### config.mk
export PLATFORM = sky130hd
export DESIGN_NAME = nr_result_reader_flat
export DESIGN_NICKNAME = d
export VERILOG_FILES = /design/src/rtl/nr_pkg.sv /design/src/rtl/nr_result_reader_if.sv /design/src/rtl/nr_word_mux.sv /design/src/rtl/nr_result_reader.sv /design/src/flat_wrapper.sv
export SDC_FILE = /design/constraint.sdc
export NUM_CORES = 1
export LEC_CHECK = 0
export ABC_CLOCK_PERIOD_IN_PS = 3700
export BUFFER_PORTS_ARGS = -buffer_cell sky130_fd_sc_hd__clkbuf_2
export CAP_MARGIN = 20
export CORE_MARGIN = 2
export CORE_UTILIZATION = 45
export CTS_CLUSTER_DIAMETER = 30
export DETAILED_ROUTE_END_ITERATION = 6
export HOLD_SLACK_MARGIN = 0.1
export PLACE_DENSITY = 0.67
export SYNTH_ARGS = -nofsm -noshare
export SYNTH_HDL_FRONTEND = slang
export SYNTH_SLANG_ARGS = --single-unit
### constraint.sdc
create_clock -name clk -period 3.7 [get_ports clk]
set_input_delay 0.74 -clock clk [delete_from_list [all_inputs] [get_ports clk]]
set_output_delay 0.74 -clock clk [all_outputs]
set_load 0.005 [all_outputs]
### src/rtl/nr_pkg.sv
// Shared constants and reader state encoding for the Newton-Raphson result path.
package nr_pkg;

  localparam int unsigned NR_NWORDS    = 15;
  localparam int unsigned NR_WORD_W    = 32;
  localparam int unsigned NR_IDX_W     = 4;
  localparam int unsigned NR_IDX_X0    = 0;
  localparam int unsigned NR_IDX_INVJ0 = 3;

  typedef enum logic [0:0] {
    NR_RD_IDLE = 1'b0,
    NR_RD_SEND = 1'b1
  } nr_rd_state_e;

endpackage

### src/rtl/nr_result_reader_if.sv
// Capture bus (one-cycle strobe + 15 words) and valid/ready output stream of the result reader.
interface nr_result_reader_if;

  logic                            in_stb;
  logic [nr_pkg::NR_WORD_W-1:0]    in_x0, in_x1, in_x2;
  logic [nr_pkg::NR_WORD_W-1:0]    in_invJ0, in_invJ1, in_invJ2,  in_invJ3;
  logic [nr_pkg::NR_WORD_W-1:0]    in_invJ4, in_invJ5, in_invJ6,  in_invJ7;
  logic [nr_pkg::NR_WORD_W-1:0]    in_invJ8, in_invJ9, in_invJ10, in_invJ11;

  logic [nr_pkg::NR_WORD_W-1:0]    out_data;
  logic [nr_pkg::NR_IDX_W-1:0]     out_idx;
  logic                            out_valid;
  logic                            out_ready;
  logic                            out_last;

  // Reader side: consumes the capture bus, sources the stream.
  modport master (
    input  in_stb, in_x0, in_x1, in_x2,
           in_invJ0, in_invJ1, in_invJ2, in_invJ3, in_invJ4, in_invJ5,
           in_invJ6, in_invJ7, in_invJ8, in_invJ9, in_invJ10, in_invJ11,
           out_ready,
    output out_data, out_idx, out_valid, out_last
  );

  // Environment side: iteration core plus stream sink.
  modport slave (
    output in_stb, in_x0, in_x1, in_x2,
           in_invJ0, in_invJ1, in_invJ2, in_invJ3, in_invJ4, in_invJ5,
           in_invJ6, in_invJ7, in_invJ8, in_invJ9, in_invJ10, in_invJ11,
           out_ready,
    input  out_data, out_idx, out_valid, out_last
  );

endinterface

### src/rtl/nr_word_mux.sv
// 16:1 word selector over the shadow array; the select is expected to come from a flop.
module nr_word_mux
  import nr_pkg::*;
(
  input  logic [15:0][NR_WORD_W-1:0] i_words,
  input  logic [NR_IDX_W-1:0]        i_sel,
  output logic [NR_WORD_W-1:0]       o_word_c
);

  assign o_word_c = i_words[i_sel];

endmodule

### src/rtl/nr_result_reader.sv
// Captures one Newton-Raphson result frame on in_stb and replays it on a valid/ready stream.
// Optional NR_READER_CHECKSUM_EN appends an XOR word at index 15.
module nr_result_reader
  import nr_pkg::*;
#(
  parameter int unsigned FRAME_CNT_W = 16
) (
  input  logic                   clk,
  input  logic                   rst,
  nr_result_reader_if.master     bus,
  input  logic                   ovf_clr,
  output logic                   busy,
  output logic                   overflow,
  output logic [FRAME_CNT_W-1:0] frame_cnt
);

`ifdef NR_READER_CHECKSUM_EN
  localparam logic [NR_IDX_W-1:0] LAST = NR_IDX_W'(15);
`else
  localparam logic [NR_IDX_W-1:0] LAST = NR_IDX_W'(14);
`endif

  localparam logic [0:0] ST_IDLE = NR_RD_IDLE;
  localparam logic [0:0] ST_SEND = NR_RD_SEND;

  logic [0:0]                        r_state, w_state_nxt;
  logic [NR_IDX_W-1:0]               r_idx, w_idx_nxt;
  logic                              r_valid, w_valid_nxt;
  logic                              r_last, w_last_nxt;
  logic                              r_ovf, w_ovf_nxt;
  logic [FRAME_CNT_W-1:0]            r_frame_cnt, w_cnt_nxt;
  logic                              w_hs, w_load, w_ovf_set;
  logic [15:0][NR_WORD_W-1:0]        r_shadow;
  logic [NR_NWORDS-1:0][NR_WORD_W-1:0] w_cap;

  // Word order: x0..x2 first, then invJ0..invJ11 (concatenation is MSB-first).
  assign w_cap = {bus.in_invJ11, bus.in_invJ10, bus.in_invJ9, bus.in_invJ8,
                  bus.in_invJ7,  bus.in_invJ6,  bus.in_invJ5, bus.in_invJ4,
                  bus.in_invJ3,  bus.in_invJ2,  bus.in_invJ1, bus.in_invJ0,
                  bus.in_x2,     bus.in_x1,     bus.in_x0};

`ifdef NR_READER_CHECKSUM_EN
  logic [NR_WORD_W-1:0] w_xor;

  // Checksum is folded from the live inputs so it lands in the shadow with the frame.
  always_comb begin
    w_xor = '0;
    for (int i = 0; i < int'(NR_NWORDS); i++) begin
      w_xor = w_xor ^ w_cap[i];
    end
  end
`endif

  always_ff @(posedge clk or negedge rst) begin
    if (!rst) begin
      r_shadow <= '0;
    end else if (w_load) begin
      r_shadow[NR_NWORDS-1:0] <= w_cap;
`ifdef NR_READER_CHECKSUM_EN
      r_shadow[15] <= w_xor;
`endif
    end
  end

  // Next-state: a strobe is only accepted while idle or on the final handshake.
  always_comb begin
    w_state_nxt = r_state;
    w_idx_nxt   = r_idx;
    w_cnt_nxt   = r_frame_cnt;
    w_load      = 1'b0;
    w_ovf_set   = 1'b0;
    w_hs        = r_valid & bus.out_ready;

    if (r_state == ST_IDLE) begin
      if (bus.in_stb) begin
        w_load      = 1'b1;
        w_idx_nxt   = '0;
        w_state_nxt = ST_SEND;
      end
    end else begin
      if (w_hs && (r_idx == LAST)) begin
        w_cnt_nxt = r_frame_cnt + FRAME_CNT_W'(1);
        w_idx_nxt = '0;
        if (bus.in_stb) begin
          w_load = 1'b1;
        end else begin
          w_state_nxt = ST_IDLE;
        end
      end else begin
        if (w_hs) begin
          w_idx_nxt = r_idx + NR_IDX_W'(1);
        end
        if (bus.in_stb) begin
          w_ovf_set = 1'b1;
        end
      end
    end

    w_ovf_nxt   = w_ovf_set | (r_ovf & ~ovf_clr);
    w_valid_nxt = (w_state_nxt == ST_SEND);
    w_last_nxt  = w_valid_nxt && (w_idx_nxt == LAST);
  end

  always_ff @(posedge clk or negedge rst) begin
    if (!rst) begin
      r_state     <= ST_IDLE;
      r_idx       <= '0;
      r_valid     <= 1'b0;
      r_last      <= 1'b0;
      r_ovf       <= 1'b0;
      r_frame_cnt <= '0;
    end else begin
      r_state     <= w_state_nxt;
      r_idx       <= w_idx_nxt;
      r_valid     <= w_valid_nxt;
      r_last      <= w_last_nxt;
      r_ovf       <= w_ovf_nxt;
      r_frame_cnt <= w_cnt_nxt;
    end
  end

  nr_word_mux u_word_mux (
    .i_words  (r_shadow),
    .i_sel    (r_idx),
    .o_word_c (bus.out_data)
  );

  assign bus.out_idx   = r_idx;
  assign bus.out_valid = r_valid;
  assign bus.out_last  = r_last;
  assign busy          = (r_state == ST_SEND);
  assign overflow      = r_ovf;
  assign frame_cnt     = r_frame_cnt;

endmodule

### src/flat_wrapper.sv
// flat-port wrapper written by rule: the top's interface ports become plain ports
module nr_result_reader_flat import nr_pkg::*;
#(
  parameter int unsigned FRAME_CNT_W = 16
)
  (clk, rst, ovf_clr, busy, overflow, frame_cnt, bus_in_stb, bus_in_x0, bus_in_x1, bus_in_x2, bus_in_invJ0, bus_in_invJ1, bus_in_invJ2, bus_in_invJ3, bus_in_invJ4, bus_in_invJ5, bus_in_invJ6, bus_in_invJ7, bus_in_invJ8, bus_in_invJ9, bus_in_invJ10, bus_in_invJ11, bus_out_ready, bus_out_data, bus_out_idx, bus_out_valid, bus_out_last);
  nr_result_reader_if bus_i ();
  input  logic clk;
  input  logic rst;
  input  logic ovf_clr;
  output logic busy;
  output logic overflow;
  output logic [FRAME_CNT_W-1:0] frame_cnt;
  input wire logic [$bits(bus_i.in_stb)-1:0] bus_in_stb;
  input wire logic [$bits(bus_i.in_x0)-1:0] bus_in_x0;
  input wire logic [$bits(bus_i.in_x1)-1:0] bus_in_x1;
  input wire logic [$bits(bus_i.in_x2)-1:0] bus_in_x2;
  input wire logic [$bits(bus_i.in_invJ0)-1:0] bus_in_invJ0;
  input wire logic [$bits(bus_i.in_invJ1)-1:0] bus_in_invJ1;
  input wire logic [$bits(bus_i.in_invJ2)-1:0] bus_in_invJ2;
  input wire logic [$bits(bus_i.in_invJ3)-1:0] bus_in_invJ3;
  input wire logic [$bits(bus_i.in_invJ4)-1:0] bus_in_invJ4;
  input wire logic [$bits(bus_i.in_invJ5)-1:0] bus_in_invJ5;
  input wire logic [$bits(bus_i.in_invJ6)-1:0] bus_in_invJ6;
  input wire logic [$bits(bus_i.in_invJ7)-1:0] bus_in_invJ7;
  input wire logic [$bits(bus_i.in_invJ8)-1:0] bus_in_invJ8;
  input wire logic [$bits(bus_i.in_invJ9)-1:0] bus_in_invJ9;
  input wire logic [$bits(bus_i.in_invJ10)-1:0] bus_in_invJ10;
  input wire logic [$bits(bus_i.in_invJ11)-1:0] bus_in_invJ11;
  input wire logic [$bits(bus_i.out_ready)-1:0] bus_out_ready;
  output wire logic [$bits(bus_i.out_data)-1:0] bus_out_data;
  output wire logic [$bits(bus_i.out_idx)-1:0] bus_out_idx;
  output wire logic [$bits(bus_i.out_valid)-1:0] bus_out_valid;
  output wire logic [$bits(bus_i.out_last)-1:0] bus_out_last;
  assign bus_i.in_stb = bus_in_stb;
  assign bus_i.in_x0 = bus_in_x0;
  assign bus_i.in_x1 = bus_in_x1;
  assign bus_i.in_x2 = bus_in_x2;
  assign bus_i.in_invJ0 = bus_in_invJ0;
  assign bus_i.in_invJ1 = bus_in_invJ1;
  assign bus_i.in_invJ2 = bus_in_invJ2;
  assign bus_i.in_invJ3 = bus_in_invJ3;
  assign bus_i.in_invJ4 = bus_in_invJ4;
  assign bus_i.in_invJ5 = bus_in_invJ5;
  assign bus_i.in_invJ6 = bus_in_invJ6;
  assign bus_i.in_invJ7 = bus_in_invJ7;
  assign bus_i.in_invJ8 = bus_in_invJ8;
  assign bus_i.in_invJ9 = bus_in_invJ9;
  assign bus_i.in_invJ10 = bus_in_invJ10;
  assign bus_i.in_invJ11 = bus_in_invJ11;
  assign bus_i.out_ready = bus_out_ready;
  assign bus_out_data = bus_i.out_data;
  assign bus_out_idx = bus_i.out_idx;
  assign bus_out_valid = bus_i.out_valid;
  assign bus_out_last = bus_i.out_last;
  nr_result_reader #(.FRAME_CNT_W(FRAME_CNT_W)) u_core (.clk(clk), .rst(rst), .bus(bus_i), .ovf_clr(ovf_clr), .busy(busy), .overflow(overflow), .frame_cnt(frame_cnt));
endmodule
==> summary.txt, run 1 <==
Critical path
  • Crit path cell chain: buf_12 > mux4_2 > o22ai_1 > nor2_1 > clkbuf_2
  • Setup slack, reg-to-reg: 0.70 ns
  • WP buf/inv: 2
  • Crit path max-delay family: flip-flops
  • Max FO, Critical Path: 15
  • Setup CP Type: reg -> out
  • Crit path launch: u_core.bus.out_idx[1]
  • Worst setup SP type: register
  • Setup crit end kind: output port
  • Number of stages on the worst setup path: 5
  • CP max-delay cell: dfrtp_4
  • Crit path largest cell delay: 0.67 ns
  • Worst r2r path cells: 8
  • R2R Path End: u_core.r_shadow[135]
  • Critical path data required time: a little under 3 ns
  • Crit path to: bus_out_data[29]
  • Arrival time at the worst endpoint: ~2.9 ns
  • Worst reg2reg path startpoint: u_core.bus.out_idx[0]

Timing
  • Fin. Hold Viols: 0
  • Fmax: 274 MHz
  • Least-Margin Pin Slew: between 0.8 and 0.9 ns
  • RSZ-0062 raised after global routing: false
  • Setup TNS: 0 ns
  • Final period util: between 90% and 100%
  • Min Tclk post-route: 3.65 ns
  • Skew final: 0.0152 ns
  • Final setup viols: 0
  • Rel. slew slack: 40.9%
  • Slew Limit Fails: 0

Yosys
  • Post-synth top cells: 503 x dfrtp_1, 292 x mux2_2, 200 x mux2_4
  • Yosys top cell by area: dfrtp_1
  • Number of synthesized flops with an enable pin: 0
  • Ys async rst share: between 90% and 100%
  • Syn Area/Cell: 15.4 µm²
  • Post-Syn Area: 24100 µm²
  • Yosys warns: 32
  • Yosys reg bits: 503
  • Syn nets: 2056
  • Top cell type's share of synthesized area: 52.3%
  • Largest cells by area after synthesis: dfrtp_1 52%, mux2_2 14%, mux2_4 12%
  • Cells after Synth: 1568
  • Top-count cell post-synth: dfrtp_1
  • Yosys cell types: 48
  • Post-synthesis sequential area ratio: 52.3%
  • Main synth FF type: dfrtp_1

Power and ir drop
  • PwrDens: 959 nW/µm²
  • Worst IR Drop VDD: 0.537 mV
  • Cell leakage power: 14.8 nW
  • Overall Power: 30.3 mW

Clock network
  • CTS Buffer Depth: 3
  • Clock buffer count from CTS: 111
  • CTS root buf: clkbuf_16
  • CTS tree: built
  • Clk sinks: 503
  • Clock latency on the worst-skew pair: 0.64 ns
  • CTS H-tree depth: 3
  • Clk slew on worst S/H paths: ~0.04 ns

Global routing
  • Largest net degree at the start of global routing: 97
  • Gr ovfl total: 0
  • Initial antenna violation count: 36
  • Vias in the first global route: 17900
  • GRT Total Usage: between 20% and 30%
  • First-pass GRT wire length: about 110 mm

Die
  • Die ar.: 55400 µm²
  • Starting Density: 45.6%
  • Num rows: 84
  • Die height: between 200 and 250 µm
  • IO Pins: 541
  • CORE AREA: 52800 µm²
  • Die X-Extent: about 240 µm

Drt
  • DRT Pass-1 Iters: 5
  • Antenna viol nets, final: 0
  • Vias: 16300
  • Final wirelength: about 76 mm
  • Routed vias/inst: 5.47
  • Drc violations: 0
  • Routed length per instance: 25.6 µm
  • Initial DRC count: 793

Final layout
  • Nets: 2654
  • P&R area growth vs syn: 31.3%
  • Fraction of layout cells with a size suffix above 1: 59.5%

Status
  • Status: finished clean

Place
  • Detail Placement HPWL: 54.6 mm
  • GPL Wtd Cong: 0.900
  • IO buf count: between 500 and 600

Min path
  • Hold crit path type: in -> async

Flow run
  • Max Cap Violations: 0
==> final cells by class <==
cell class	count	area [µm²]
clock buffers	152	3240
fillers	4132	21200
diodes	27	67.6
clock inverters	54	856
repair buffers	605	3520
inverters	6	22.5
well taps	688	861
multi-input cells	939	10400
flip-flops and latches	503	12600
==> metrics by stage <==
| step | cell area, µm² | cells | hold slack, ns | util (%) | worst slack [ns] |
|---|---|---|---|---|---|
| after floorplan | 24100 | 1568 | 0.444 | - | 0.793 |
| after global placement | 27400 | 2734 | 0.460 | 51.8 | 0.584 |
| after detailed placement | 27400 | 2734 | 0.466 | 51.8 | 0.532 |
| after CTS | 31500 | 2946 | 0.168 | 59.7 | 0.00899 |
| after global routing | 31600 | 2968 | 0.188 | 59.9 | 0.0247 |
| final | 31600 | 2974 | 0.129 | 59.9 | 0.0536 |
==> where the power goes <==
group | total [mW] | switching [mW] | internal [mW]
registers | 9.97 | 1.80 | 8.16
logic | 9.70 | 4.33 | 5.37
clock network | 10.6 | 3.13 | 7.51
total | 30.3 | 9.26 | 21.0
==> flip-flops by register name (all words and copies together) (netlist names) <==
name,count
u_core.r_shadow,480
u_core.frame_cnt,16
u_core.bus.out_idx,4
u_core.bus.out_last,1
u_core.busy,1
u_core.overflow,1
==> how the worst min path moves through the flow <==
| stage | startpoint | end | slack, ns | cells past startpoint |
|---|---|---|---|---|
| floorplan | rst | u_core.bus.out_idx[0] | 0.44 | 0 |
| global placement | u_core.frame_cnt[15] | u_core.frame_cnt[15] | 0.46 | 1 |
| detailed placement | u_core.frame_cnt[15] | u_core.frame_cnt[15] | 0.47 | 1 |
| CTS | rst | u_core.r_shadow[304] | 0.17 | 1 |
| global route | rst | u_core.r_shadow[304] | 0.19 | 1 |
| finish | rst | u_core.r_shadow[304] | 0.13 | 1 |
==> per-layer routing <==
layer	wire length (µm)	track usage (%)	share of wire [%]
met5	138	0	0.18
met4	1950	10.4	2.6
met3	5800	8.65	7.6
met2	35800	42.5	47
met1	32300	36.3	42
==> worst register-to-register path: stages, from the launching register on <==
cell	delay, ns
dfrtp_4	0.66
buf_12	0.25
inv_1	0.10
ha_1	0.24
nand2_2	0.08
o21ai_2	0.20
and2_4	0.38
buf_4	0.53
mux2_2	0.43
==> kinds of logic after synthesis <==
logic type | count (synthesis) | share of synthesized area [%]
xor gates and xnor gates | 15 | 0.546
buffers and inverters | 126 | 4.46
muxes | 664 | 35.4
and+or+nand+nor | 116 | 2.68
DFF | 503 | 52.3
AOI/OAI and AO/OA | 141 | 4.44
adders and majority gates | 3 | 0.156
==> repair_timing <==
item,4_1_cts,5_1_grt
setup buffers,6,1
setup endpoints to repair,16,4
resized for setup,0,3
pin swaps,1,0
hold buffers,0,0
==> layout by cell type, fill, tap and decap left out, types with 4 or more instances in the layout <==
master,Yosys,routed
nand2_1,23,23
o22ai_1,10,10
clkinvlp_4,0,9
dfrtp_1,503,499
nand3_1,15,15
xor2_1,9,9
clkbuf_8,0,24
mux2_4,200,200
nand2b_1,14,14
mux2_2,292,292
o211ai_1,23,23
mux4_2,41,41
buf_12,23,25
nand4_1,5,5
diode_2,0,27
dfrtp_4,0,4
a22oi_1,23,23
a221oi_1,12,12
a21oi_1,22,19
o221ai_1,20,20
a32o_1,12,12
nor2_1,15,14
clkinv_4,0,4
o2bb2ai_1,9,9
nor3_1,4,4
clkbuf_16,0,114
clkbuf_1,23,14
nand3b_1,23,23
xnor2_1,6,6
clkbuf_2,1,539
inv_1,6,6
mux2i_1,131,131
buf_4,44,39
clkinv_2,0,16
bufinv_16,0,21
Note: power is estimated with default switching activity, not from simulation.
==> run 2: changes to the inputs <==
--- a/config.mk
+++ b/config.mk
@@ -13,7 +13,7 @@
 export CTS_CLUSTER_DIAMETER = 30
 export DETAILED_ROUTE_END_ITERATION = 6
 export HOLD_SLACK_MARGIN = 0.1
-export PLACE_DENSITY = 0.67
+export PLACE_DENSITY = 0.68
 export SYNTH_ARGS = -nofsm -noshare
 export SYNTH_HDL_FRONTEND = slang
 export SYNTH_SLANG_ARGS = --single-unit
==> run 2 against run 1 <==
Clock skew barely moved. Design area barely moved. Register-to-register slack improved by 0.08 ns. Power rose by 0.55%. Flip-flop and latch count did not move. Largest cell class unchanged. Highest routed layer unchanged.
==> summary.txt, run 2 (same netlist as run 1, synthesis figures left out) <==
Status
  • Status: finished clean

Global routing
  • Initial antenna violation count: 34
  • Vias in the first global route: between 15000 and 20000
  • GRT Total Usage: 27.6%
  • Gr ovfl total: 0
  • Largest net degree at the start of global routing: between 90 and 100
  • First-pass GRT wire length: roughly 110 mm

Critical path
  • Number of stages on the worst setup path: 5
  • Worst setup SP type: register
  • Crit path largest cell delay: 0.58 ns
  • CP max-delay cell: dfrtp_4
  • Arrival time at the worst endpoint: approximately 2.9 ns
  • Crit path max-delay family: flip-flops
  • Max FO, Critical Path: 37
  • Worst r2r path cells: 8
  • WP buf/inv: 2
  • Setup CP Type: reg -> out
  • Setup crit end kind: output port
  • Crit path cell chain: buf_12 > mux4_2 > o22ai_1 > nor2_1 > clkbuf_2
  • Critical path data required time: 2.96 ns

Drt
  • Antenna viol nets, final: 0
  • Drc violations: 0
  • DRT Pass-1 Iters: 5
  • Final wirelength: about 76 mm
  • Initial DRC count: 963
  • Routed length per instance: 25.6 µm
  • Routed vias/inst: around 5.5
  • Vias: 16300

Power and ir drop
  • Switching share of power: 30.9%
  • Worst IR Drop VDD: 0.518 mV
  • Psw: 9.42 mW
  • Seq pwr share: between 30% and 40%
  • Clk pwr share: 35.7%
  • PwrDens: 964 nW/µm²
  • Int Pwr: 21.0 mW
  • Cell leakage power: 14.8 nW
  • Logic pwr share: about a third

Final layout
  • Most common cell after layout, fill and taps aside: clkbuf_2
  • Most flops, register: u_core.r_shadow
  • Post-Layout Cell Count: 2974
  • Max FFs per register: 480
  • Commonest cells after routing, fill and taps aside: 539 x clkbuf_2, 499 x dfrtp_1, 292 x mux2_2, 200 x mux2_4, 131 x mux2i_1
  • Nets: 2648
  • Fraction of layout cells with a size suffix above 1: 59.5%
  • P&R area growth vs syn: 31.3%

Min path
  • Hold crit path type: in -> async

Place
  • Dpl cells: between 2000 and 3000
  • Pre-CTS setup slack: 0.691 ns
  • IO buf count: 540
  • Detail Placement HPWL: 55.0 mm
  • GPL Wtd Cong: between 0.9 and 1

Die
  • IO Pins: roughly 540
  • CORE AREA: 52800 µm²
  • Die height: 235 µm
  • Die ar.: 55400 µm²
  • Die X-Extent: 235 µm
  • Starting Density: 45.6%
  • Num rows: 84

Timing
  • Least-Margin Pin Slew: 0.805 ns
  • Min Tclk post-route: 3.62 ns
  • Setup TNS: 0 ns
  • RSZ-0062 raised after global routing: false
  • Fin. Hold Viols: 0
  • Skew final: 0.0157 ns
  • Rel. slew slack: 46.2%
  • Fmax: about 280 MHz
  • Final period util: roughly 98%
  • Slew Limit Fails: 0
  • Final worst slack: 0.0835 ns
  • Final setup viols: 0

Clock network
  • Clock latency on the worst-skew pair: 0.65 ns
  • Clk sinks: 503
  • CTS Buffer Depth: 3
  • CTS H-tree depth: 3
  • Clk slew on worst S/H paths: 0.05 ns
  • CTS tree: built
  • Clock buffer count from CTS: between 100 and 150
  • CTS root buf: clkbuf_16

Flow run
  • Max Cap Violations: 0
run 2: cell types whose count changed in the layout (fill, tap and decap cells not counted), sizes merged:
cell      change
buf          -10
clkinv        +7
clkinvlp      +5
clkbuf        -3
inv           +2
diode         -1
run 2: area by class of cell:
type | instances | area [µm²]
Clock buffer | 149 | 3230
Multi-Input combinational cell | 939 | 10400
Sequential cell | 503 | 12600
Inverter | 6 | 22.5
Antenna cell | 26 | 65.1
Tap cell | 688 | 861
Clock inverter | 68 | 976
Fill cell | 4076 | 21200
Timing Repair Buffer | 595 | 3400
run 2: power groups by stage:
stage | clock (mW) | combinational, mW | sequential [mW]
after floorplan | 0 | 6.72 | 9.12
after global placement | 0 | 9.38 | 9.82
after detailed placement | 0 | 9.58 | 9.91
after CTS | 11.0 | 9.72 | 9.86
after global routing | 11.3 | 10.3 | 10.2
final | 10.9 | 9.69 | 9.90
run 2: timing repair:
item / CTS / global route
setup endpoints to repair: 3 / 2
hold buffers: 0 / 0
resized for setup: 1 / 2
cloned: 0 / 0
setup buffers: 1 / 0
run 2: worst paths after layout:
kind / from / endpoint / slack, ns
setup reg to reg: u_core.bus.out_idx[1] / u_core.r_shadow[448] / 0.78
setup / recovery: u_core.bus.out_idx[1] / bus_out_data[10] / 0.08
hold reg to reg: u_core.frame_cnt[15] / u_core.frame_cnt[15] / 0.47
max in group asynchronous: rst / u_core.frame_cnt[0] / 2.52
hold / removal: rst / u_core.r_shadow[311] / 0.12
min in group clk: ovf_clr / u_core.overflow / 0.29
run 2: worst register-to-register path: stages (launching register included):
cell,delay [ns]
dfrtp_4,0.58
buf_12,0.32
ha_1,0.31
nand2_2,0.08
o21ai_2,0.18
and2_4,0.36
buf_12,0.25
buf_12,0.31
mux2_2,0.41
run 2: per-layer routing:
| layer | track usage, % | routed length [µm] | up-vias |
|---|---|---|---|
| li1 | - | - | 7091 |
| met1 | 36.2 | 32300 | 8380 |
| met2 | 42.0 | 35000 | 659 |
| met3 | 9.33 | 6220 | 157 |
| met4 | 11.3 | 2510 | 18 |
| met5 | 0 | 105 | - |
run 2: through the flow:
stage | hold slack, ns | utilization, % | instance area [µm²] | power (mW)
2_1_floorplan | 0.444 | - | 24100 | 15.8
3_3_place_gp | 0.457 | 51.7 | 27300 | 19.2
3_5_place_dp | 0.464 | 51.7 | 27300 | 19.5
4_1_cts | 0.128 | 59.7 | 31500 | 30.6
5_1_grt | 0.166 | 59.9 | 31600 | 31.8
6_report | 0.122 | 59.9 | 31600 | 30.5
